<file path="config.mk">
export PLATFORM = sky130hd
export DESIGN_NAME = port_rr_arbiter
export DESIGN_NICKNAME = d
export VERILOG_FILES = /design/src/rtl/port_rr_arbiter.sv
export SDC_FILE = /design/constraint.sdc
export NUM_CORES = 1
export LEC_CHECK = 0
export ABC_CLOCK_PERIOD_IN_PS = 2100
export BUFFER_PORTS_ARGS = -buffer_cell sky130_fd_sc_hd__clkbuf_2
export CORE_MARGIN = 2
export CORE_UTILIZATION = 45
export DETAILED_ROUTE_END_ITERATION = 10
export PLACE_DENSITY_LB_ADDON = 0.05
export SKIP_LAST_GASP = 1
export SLEW_MARGIN = 20
export SYNTH_ARGS = -nofsm -noshare
export SYNTH_HDL_FRONTEND = slang
export SYNTH_SLANG_ARGS = --single-unit
</file>
<file path="constraint.sdc">
create_clock -name clk -period 2.1 [get_ports clk]
set_input_delay 0.21 -clock clk [delete_from_list [all_inputs] [get_ports clk]]
set_output_delay 0.21 -clock clk [all_outputs]
set_load 0.01 [all_outputs]
</file>
<file path="src/rtl/port_rr_arbiter.sv">
// Output-port scheduler: filters requesters by target bit, picks one round-robin
// and registers the winning packet onto the output channel, holding it under suspend.
module port_rr_arbiter #(
  parameter int NPORTS  = 4,
  parameter int DW      = 16,
  parameter int PORT_ID = 0
) (
  input  logic                 clk,
  input  logic                 reset,
  input  logic [NPORTS-1:0]    req,
  input  logic [NPORTS*DW-1:0] pkt_in,
  output logic [NPORTS-1:0]    gnt,
  input  logic                 suspend_op,
  output logic                 valid_op,
  output logic [DW-1:0]        data_op,
  output logic                 busy,
  output logic [15:0]          pkt_count
);

  localparam int PW = (NPORTS > 1) ? $clog2(NPORTS) : 1;

  logic [NPORTS-1:0] eligible;
  logic [DW-1:0]     pkt_slice [NPORTS];

  logic              valid_reg;
  logic [DW-1:0]     data_reg;
  logic [PW-1:0]     rr_ptr_reg;
  logic [15:0]       count_reg;

  logic              load_en;
  logic              win_found;
  logic [PW-1:0]     win_idx;
  logic [PW:0]       scan_idx;
  logic [PW-1:0]     rr_ptr_next;

  // A requester is eligible only when its packet's target bit selects this port.
  generate
    for (genvar gi = 0; gi < NPORTS; gi++) begin : g_req
      assign pkt_slice[gi] = pkt_in[gi*DW +: DW];
      assign eligible[gi]  = req[gi] & pkt_in[gi*DW + PORT_ID];
    end
  endgenerate

  // First eligible requester at or above rr_ptr, wrapping modulo NPORTS.
  always_comb begin
    win_found = 1'b0;
    win_idx   = '0;
    scan_idx  = '0;
    for (int i = 0; i < NPORTS; i++) begin
      scan_idx = {1'b0, rr_ptr_reg} + (PW+1)'(i);
      if (scan_idx >= (PW+1)'(NPORTS))
        scan_idx = scan_idx - (PW+1)'(NPORTS);
      if (!win_found && eligible[scan_idx[PW-1:0]]) begin
        win_found = 1'b1;
        win_idx   = scan_idx[PW-1:0];
      end
    end
  end

  assign load_en     = !valid_reg || !suspend_op;
  assign rr_ptr_next = (win_idx == PW'(NPORTS-1)) ? '0 : win_idx + 1'b1;

  // Reset gates gnt directly so no accept is signalled while the block is held in reset.
  always_comb begin
    gnt = '0;
    if (load_en && win_found && reset)
      gnt[win_idx] = 1'b1;
  end

  always_ff @(posedge clk or negedge reset) begin
    if (!reset) begin
      valid_reg  <= 1'b0;
      data_reg   <= '0;
      rr_ptr_reg <= '0;
      count_reg  <= '0;
    end else begin
      if (valid_reg && !suspend_op)
        count_reg <= count_reg + 16'd1;
      if (load_en) begin
        valid_reg <= win_found;
        if (win_found) begin
          data_reg   <= pkt_slice[win_idx];
          rr_ptr_reg <= rr_ptr_next;
        end
      end
    end
  end

  assign valid_op  = valid_reg;
  assign busy      = valid_reg;
  assign data_op   = data_reg;
  assign pkt_count = count_reg;

endmodule

</file>
==> flow_metrics.tcl, run 1 <==
set metrics [dict create \
    status "finished clean" \
    r2r_start "rr_ptr_reg[1]$_DFFE_PN0P_" \
    hold_start "suspend_op" \
    wl_per_cell_um 13.81 \
    critical_path_class "flip-flop to output port" \
    powerDensity_nw_per_um2 874.3 \
    drtIter0Drc 63 \
    slowest_stage "dfrtp_2" \
    synth_top_area_cell "dfrtp_1" \
    syn_area_per_cell_um2 11.34 \
    firstDrtPassIters 4 \
    p_int_w 0.001555 \
    clock-root-buffer "clkbuf_8" \
    synth_edf_count 0 \
    grt_max_degree 30 \
    p_sw_w 0.0008515 \
    power.leakage_nw 1.530 \
    start_kind "flip-flop" \
    synthCells 184 \
    nNetsFinal 373 \
    p_seq_frac 0.415 \
    rrSetupSlack_ps 310 \
    gp_congestion 0.7644 \
    ant_nets 0 \
    crit_path_max_incr_delay_ps 430 \
    grt_usage 0.1874 \
    path_depth 7 \
    yosys_warnings 0 \
    cts_htree_levels 2 \
    clk_pin_slew_worst_paths_ps 70 \
    fin_crit_sh 0.9552 \
    drc 0 \
    chipWidth_um 72.08 \
    ir_worst_vdd_mv 0.5673 \
    endpoint_kind "output port" \
    async_flop_share 1.000 \
    cp_num_buf_inv 2 \
    rsz0062_at_grt "false" \
    grt_overflow_total 0 \
    design_area_um2 2753 \
    hp-class "input pin to flip-flop" \
    skew_ps 4.193 \
    final.min_clock_period_ps 2006 \
    numPortBuffers 108 \
    rr_endpoint "data_op[4]$_DFFE_PN0P_" \
    synth_flop_cell "dfrtp_1" \
    antenna_found_initial 0 \
    crit_start "rr_ptr_reg[1]$_DFFE_PN0P_" \
    power.clock.fraction 0.202 \
    worst_pin_slew_ps 451.9 \
    antenna_cells 0 \
    grt_pass1_vias 1686 \
    syn_nets 259 \
    synthTopCellsByArea "dfrtp_1 (42%), mux2i_1 (14%), o221ai_2 (7.9%), nand2_1 (5.2%), xnor2_1 (3.4%)" \
    vias_per_cell 5.040 \
    coreArea_um2 4414 \
    die_h_um 72.08 \
    critical_path_arrival_ps 1800 \
    finalHoldViolations 0 \
    cts_buffers 5 \
    fp.dieArea_um2 5196 \
    setup_viol 0 \
    yosysSeqAreaShare 0.4199 \
    hpwl_um 3699 \
    cp_max_fo 5 \
    vias 1764 \
    clock-sinks 35 \
    pin_count 109 \
    crit_family "simple AND/OR/NAND/NOR gates" \
    crit_end "gnt[0]" \
    required_ps 1890 \
    swShare 0.3538 \
    cts_tree "built" \
    placed_area_um2 2634 \
    yosysUniqueCellTypes 42 \
    syn2layout_area_growth_pct 31.97 \
    clk_path_buf_depth 2 \
    max_freq_mhz 498.5 \
    ys_ff_latch 35 \
    syn_area_um2 2086 \
    yosys.area.top_type_share 0.4199 \
    insertion_delay_ps 280 \
    drive_above_1_share 0.4866 \
    path_common_cell "and3_1" \
    relSlewSlack 0.6977 \
    r2r_cells 5 \
    cap_violations 0 \
    pwr-share-comb 0.383 \
    rows 24 \
    start_util 0.4725 \
    grt_first_pass_wirelength_um 7721 \
    routed_wirelength_um 4833 \
    finalSetupTns_ps 0 \
    path_cells "and3_1 -> nor3b_2 -> o22a_2 -> clkinv_2 -> ha_1 -> and3_1 -> clkbuf_2" \
    maxSlewViolCount 0 \
]
cells in the final DEF (no fill, tap or decap), drive strengths merged, types with 2 or more instances in the layout:
cell	Yosys	final
o221ai	15	15
nand2b	2	2
mux2i	30	30
nor3	2	2
buf	8	6
o21ai	3	3
ha	4	4
clkbuf	0	114
nand3	4	4
inv	3	3
nand2	32	32
xor2	7	7
dfrtp	35	35
nand4	5	5
and4	2	2
nor2	4	4
xnor2	8	8
a21oi	2	2
and3	4	4
clkinv	1	2
area by class of cell:
| class | instances | area [µm²] |
|---|---|---|
| Tap cell | 52 | 65.06 |
| Timing Repair Buffer | 115 | 595.6 |
| Clock inverter | 1 | 5.005 |
| Sequential cell | 35 | 877.1 |
| Multi-Input combinational cell | 137 | 1111 |
| Inverter | 4 | 16.27 |
| Clock buffer | 6 | 82.58 |
| Fill cell | 370 | 1662 |
how the worst min path moves through the flow:
stage               slack (ps)                         to  cells past startpoint
floorplan                  -90           busy$_DFFE_PN0P_                      0
global placement            90  rr_ptr_reg[1]$_DFFE_PN0P_                      1
detailed placement          80  rr_ptr_reg[1]$_DFFE_PN0P_                      1
CTS                        210           busy$_DFFE_PN0P_                      3
global route               250     data_op[7]$_DFFE_PN0P_                      3
finish                     220           busy$_DFFE_PN0P_                      3
timing repair:
| item | 4_1_cts | 5_1_grt |
|---|---|---|
| setup endpoints to repair | 0 | 1 |
| hold buffers | 1 | 0 |
| hold endpoints to repair | 6 | 0 |
| buffers inserted | 0 | 2 |
| resized for setup | 0 | 2 |
logic make-up after synthesis:
group,Yosys count,synth area share
AO/OA/AOI/OAI,24,0.1260
XOR/XNOR,15,0.06299
adder cells (fa/ha/maj),4,0.02400
buffers and inverters,12,0.04979
flip-flops,35,0.4199
multiplexers,31,0.1494
AND/OR/NAND/NOR,63,0.1680
per-stage QoR:
step | power [W] | instances | setup slack (ps) | hold WS, ps | util
floorplan | 0.001611 | 184 | 362.9 | -85.59 | -
global placement | 0.001916 | 340 | 305.4 | 87.50 | 0.5967
detailed placement | 0.001926 | 340 | 285.1 | 84.38 | 0.5967
CTS | 0.002424 | 348 | 0.4026 | 208.6 | 0.6188
global route | 0.002572 | 350 | 22.67 | 246.7 | 0.6236
finish | 0.002407 | 350 | 93.99 | 218.8 | 0.6236
routing by layer:
layer	track usage	wire [µm]
met3	0.06528	553
met1	0.2401	2051
met5	0	0
met2	0.3028	2181
met4	0.05031	46
worst register-to-register path, stage by stage (launching register included):
cell and delay (ps):
dfrtp_2 430, or3b_4 420, nand3_4 110, buf_4 300, mux2i_1 230, o221ai_1 150
cells in the mapped netlist, drive strengths merged, types with 2 or more instances:
| cell type | count |
|---|---|
| buf | 8 |
| dfrtp | 35 |
| nand3 | 4 |
| nand4 | 5 |
| and4 | 2 |
| ha | 4 |
| a21oi | 2 |
| nand2 | 32 |
| inv | 3 |
| mux2i | 30 |
| and3 | 4 |
| nand2b | 2 |
| o221ai | 15 |
| xnor2 | 8 |
| o21ai | 3 |
| nor3 | 2 |
| xor2 | 7 |
| nor2 | 4 |
power groups by stage:
stage	combinational [W]	clock, W	sequential (W)
final	0.000923	0.000485	0.000999
after global routing	0.00102	0.000526	0.00103
after global placement	0.000904	0	0.00101
after detailed placement	0.000916	0	0.00101
after CTS	0.000919	0.000505	0.00100
after floorplan	0.000547	0	0.00106
(Power assumes the default switching activity.)
==> inputs of run 2 (changes only) <==
--- a/config.mk
+++ b/config.mk
@@ -11,6 +11,7 @@
 export CORE_UTILIZATION = 45
 export DETAILED_ROUTE_END_ITERATION = 10
 export PLACE_DENSITY_LB_ADDON = 0.05
+export RECOVER_POWER = 100
 export SKIP_LAST_GASP = 1
 export SLEW_MARGIN = 20
 export SYNTH_ARGS = -nofsm -noshare
==> flow_metrics.tcl, run 2 (synthesis results as in run 1) <==
set metrics [dict create \
    status "finished clean" \
    r2r_cells 5 \
    required_ps 1890 \
    rows 24 \
    routed_wirelength_um 4834 \
    r2r_start "rr_ptr_reg[1]$_DFFE_PN0P_" \
    powerDensity_nw_per_um2 878.4 \
    vias 1756 \
    antenna_found_initial 0 \
    relSlewSlack 0.4279 \
    numPortBuffers 108 \
    start_kind "flip-flop" \
    grt_first_pass_wirelength_um 7721 \
    fp.dieArea_um2 5196 \
    cap_violations 0 \
    slowest_stage "dfrtp_2" \
    insertion_delay_ps 280 \
    finalSetupTns_ps 0 \
    fin_ws_ps 106.0 \
    ir_worst_vdd_mv 0.5407 \
    pin_count 109 \
    fin_crit_sh 0.9495 \
    drc 0 \
    power.leakage_nw 1.401 \
    wl_per_cell_um 13.81 \
    crit_path_max_incr_delay_ps 430 \
    mostFrequentLayoutCells "clkbuf_2 (72), clkbuf_1 (39), dfrtp_1 (34)" \
    crit_start "rr_ptr_reg[1]$_DFFE_PN0P_" \
    setup_viol 0 \
    vias_per_cell 5.017 \
    clk_pin_slew_worst_paths_ps 70 \
    place_ws_ps 285.1 \
    finalHoldViolations 0 \
    cp_num_buf_inv 2 \
    rrSetupSlack_ps 160 \
    final_common_cell "clkbuf_2" \
    maxSlewViolCount 0 \
    clk_path_buf_depth 2 \
    cts_tree "built" \
    cts_buffers 5 \
    nNetsFinal 373 \
    grt_usage 0.1874 \
    endpoint_kind "output port" \
    syn2layout_area_growth_pct 26.93 \
    coreArea_um2 4414 \
    worst_pin_slew_ps 858.1 \
    chipWidth_um 72.08 \
    path_cells "and3_1 -> nor3b_2 -> o22a_2 -> inv_1 -> ha_1 -> and3_1 -> clkbuf_2" \
    max_freq_mhz 501.5 \
    path_common_cell "and3_1" \
    hold_start "suspend_op" \
    clock-root-buffer "clkbuf_8" \
    gp_congestion 0.7644 \
    total_power_w 0.002326 \
    rr_endpoint "data_op[6]$_DFFE_PN0P_" \
    rsz0062_at_grt "false" \
    clock-sinks 35 \
    hpwl_um 3699 \
    path_depth 7 \
    crit_end "gnt[0]" \
    die_h_um 72.08 \
    antenna_cells 0 \
    ant_nets 0 \
    final_cells 350 \
    worstHoldPathCells 3 \
    hp-class "input pin to flip-flop" \
    critical_path_class "flip-flop to output port" \
    cp_max_fo 5 \
    drive_above_1_share 0.3322 \
    cts_htree_levels 2 \
    skew_ps 3.071 \
    grt_max_degree 30 \
    final.min_clock_period_ps 1994 \
    grt_overflow_total 0 \
    start_util 0.4725 \
    grt_pass1_vias 1686 \
    crit_family "simple AND/OR/NAND/NOR gates" \
    place_inst 340 \
    firstDrtPassIters 4 \
    critical_path_arrival_ps 1780 \
    drtIter0Drc 56 \
]
==> run 2: worst min-delay path, cell delays in order <==
cell and delay (ps):
clkbuf_2 120, nand2_1 80, nand2_1 50
==> run 2: power by group <==
part	switching, W	leakage (nW)	internal, W
Clock	0.000227	0.0470	0.000257
Combinational	0.000456	0.920	0.000387
Sequential	0.000149	0.434	0.000849
Total	0.000833	1.40	0.00149
==> run 2: timing repair <==
item                       CTS  global route
gates resized for setup      0             2
setup endpoints to repair    0             1
hold endpoints to repair     6             0
hold buffers                 1             0
buffers inserted             0             2
==> run 2: per-layer routing <==
layer | global-route usage | vias to the layer above | share of wire
met2 | 0.3028 | 71 | 0.45
met4 | 0.05031 | 0 | 0.0095
met5 | 0 | - | 0
met1 | 0.2401 | 784 | 0.44
met3 | 0.06528 | 5 | 0.10
li1 | - | 896 | -
==> run 2: worst min-delay path by stage <==
stage | endpoint | slack [ps]
after floorplan | busy$_DFFE_PN0P_ | -90
after global placement | rr_ptr_reg[1]$_DFFE_PN0P_ | 90
after detailed placement | rr_ptr_reg[1]$_DFFE_PN0P_ | 80
after CTS | busy$_DFFE_PN0P_ | 210
after global routing | data_op[7]$_DFFE_PN0P_ | 250
final | busy$_DFFE_PN0P_ | 220
==> run 2: area by class of cell <==
type | instances | area, µm²
multi-input cells | 137 | 1066
clock buffers | 6 | 82.58
clock inverters | 1 | 5.005
flip-flops and latches | 35 | 877.1
well taps | 52 | 65.06
repair buffers | 115 | 536.8
inverters | 4 | 15.01
fillers | 402 | 1767
==> run 2: stage by stage <==
step                hold slack (ps)  cell area, µm²    util
finish                        217.2            2648  0.5998
global route                  246.7            2648  0.5998
CTS                           208.6            2731  0.6188
detailed placement            84.38            2634  0.5967
global placement              87.50            2634  0.5967
floorplan                    -85.59            2086       -
==> inputs of run 3 (changes only) <==
--- a/config.mk
+++ b/config.mk
@@ -5,7 +5,7 @@
 export SDC_FILE = /design/constraint.sdc
 export NUM_CORES = 1
 export LEC_CHECK = 0
-export ABC_CLOCK_PERIOD_IN_PS = 2100
+export ABC_CLOCK_PERIOD_IN_PS = 1900
 export BUFFER_PORTS_ARGS = -buffer_cell sky130_fd_sc_hd__clkbuf_2
 export CORE_MARGIN = 2
 export CORE_UTILIZATION = 45
==> constraint.sdc (replaced) <==
create_clock -name clk -period 1.9 [get_ports clk]
set_input_delay 0.19 -clock clk [delete_from_list [all_inputs] [get_ports clk]]
set_output_delay 0.19 -clock clk [all_outputs]
set_load 0.01 [all_outputs]
==> flow_metrics.tcl, run 3 (synthesis results as in run 1) <==
set metrics [dict create \
    grt_max_degree 19 \
    critical_path_arrival_ps 1770 \
    final_common_cell "clkbuf_2" \
    finalHoldViolations 0 \
    worst_pin_slew_ps 988.4 \
    antenna_found_initial 0 \
    grt_usage 0.2009 \
    r2r_cells 7 \
    slowest_stage "dfrtp_1" \
    cap_violations 0 \
    final.min_clock_period_ps 1959 \
    syn2layout_area_growth_pct 34.01 \
    skew_ps 7.004 \
    firstDrtPassIters 4 \
    nNetsFinal 381 \
    powerDensity_nw_per_um2 960.5 \
    start_util 0.4725 \
    path_depth 7 \
    relSlewSlack 0.3411 \
    pin_count 109 \
    crit_family "simple AND/OR/NAND/NOR gates" \
    setup_viol 3 \
    p_int_w 0.001712 \
    vias_per_cell 5.198 \
    vias 1866 \
    clk_pin_slew_worst_paths_ps 70 \
    mostFrequentLayoutCells "clkbuf_2 (73), clkbuf_1 (40), dfrtp_1 (35)" \
    chipWidth_um 72.08 \
    grt_pass1_vias 1698 \
    required_ps 1710 \
    rsz0062_at_grt "true" \
    cp_max_fo 4 \
    start_kind "flip-flop" \
    p_seq_frac 0.410 \
    insertion_delay_ps 280 \
    hpwl_um 3808 \
    critical_path_class "flip-flop to output port" \
    drtIter0Drc 48 \
    fin_crit_sh 1.031 \
    coreArea_um2 4414 \
    place_inst 342 \
    pwr-share-comb 0.401 \
    clk_path_buf_depth 2 \
    maxSlewViolCount 0 \
    violations "negative setup slack" \
    grt_overflow_total 0 \
    endpoint_kind "output port" \
    cts_tree "built" \
    worstHoldPathCells 3 \
    cts_buffers 5 \
    fp.dieArea_um2 5196 \
    ir_worst_vdd_mv 0.7783 \
    cp_num_buf_inv 2 \
    grt_first_pass_wirelength_um 8024 \
    gp_congestion 0.9175 \
    wl_per_cell_um 14.04 \
    hp-class "input pin to flip-flop" \
    rows 24 \
    drive_above_1_share 0.3844 \
    crit_path_max_incr_delay_ps 400 \
    cts_htree_levels 2 \
    power.leakage_nw 1.455 \
    ant_nets 0 \
    swShare 0.3623 \
    placed_area_um2 2686 \
    clock-root-buffer "clkbuf_8" \
    final_cells 359 \
    fillers 408 \
    drc 0 \
    design_area_um2 2795 \
    antenna_cells 0 \
    fin_ws_ps -59.19 \
    status "finished, violations left" \
    path_cells "and3_4 -> nor3b_2 -> o22a_2 -> buf_4 -> ha_1 -> and3_1 -> clkbuf_2" \
    clock-sinks 35 \
    max_freq_mhz 510.4 \
    p_sw_w 0.0009727 \
    routed_wirelength_um 5040 \
    die_h_um 72.08 \
    numPortBuffers 108 \
    power.clock.fraction 0.189 \
]
-- run 3: worst reg2reg max path: stages (launching register included) --
cell and delay [ps]:
dfrtp_1 410, buf_4 150, o31a_1 280, nand3_4 120, clkbuf_2 170, buf_6 200, mux2i_1 310, o221ai_2 120
-- run 3: path summary, 6_finish.rpt --
| check | startpoint | to | slack, ps |
|---|---|---|---|
| max | rr_ptr_reg[1]$_DFFE_PN0P_ | gnt[2] | -60 |
| min | suspend_op | busy$_DFFE_PN0P_ | 210 |
| max reg2reg | rr_ptr_reg[1]$_DFFE_PN0P_ | data_op[12]$_DFFE_PN0P_ | 10 |
| min reg2reg | data_op[0]$_DFFE_PN0P_ | data_op[0]$_DFFE_PN0P_ | 460 |
| max in group asynchronous | reset | data_op[15]$_DFFE_PN0P_ | 460 |
| min in group asynchronous | reset | pkt_count[3]$_DFFE_PN0P_ | 800 |
-- run 3: power by group through the flow --
| stage | registers [W] | logic [W] | clock network (W) |
|---|---|---|---|
| finish | 0.00110 | 0.00108 | 0.000509 |
| global route | 0.00113 | 0.00120 | 0.000555 |
| CTS | 0.00110 | 0.00113 | 0.000532 |
| detailed placement | 0.00112 | 0.00105 | 0 |
| global placement | 0.00111 | 0.00103 | 0 |
| floorplan | 0.00118 | 0.000605 | 0 |
-- run 3: layout make-up --
class                           instances  area [µm²]  share of cell area
Clock buffer                            7       76.32             0.02731
Clock inverter                          1       5.005            0.001791
Inverter                                4       16.27            0.005819
Multi-Input combinational cell        137        1139              0.4073
Sequential cell                        35       875.8              0.3133
Tap cell                               52       65.06             0.02328
Timing Repair Buffer                  123       618.1              0.2211
-- run 3: per-stage QoR --
stage | hold WS (ps) | total power (W) | worst slack [ps] | TNS [ps] | utilization
detailed placement | 241.6 | 0.002163 | 139.0 | 0 | 0.6086
global route | 219.9 | 0.002886 | -141.4 | -870.8 | 0.6332
CTS | 196.0 | 0.002761 | -60.07 | -137.0 | 0.6463
finish | 208.2 | 0.002685 | -59.19 | -146.6 | 0.6332
floorplan | -105.6 | 0.001781 | 182.9 | 0 | -
global placement | 254.6 | 0.002150 | 193.0 | 0 | 0.6086
-- run 3: per-layer routing --
metal / GRT usage / part of all wire
met5: 0 / 0
met4: 0.06918 / 0.021
met3: 0.07917 / 0.10
met2: 0.3119 / 0.45
met1: 0.2561 / 0.43
-- run 3: repair_timing --
| item | CTS | global route |
|---|---|---|
| pin swaps | 3 | 1 |
| resized for setup | 6 | 5 |
| endpoints found under the setup margin | 4 | 11 |
| hold buffers | 1 | 0 |
| buffers inserted | 6 | 2 |
| hold endpoints to repair | 35 | 0 |
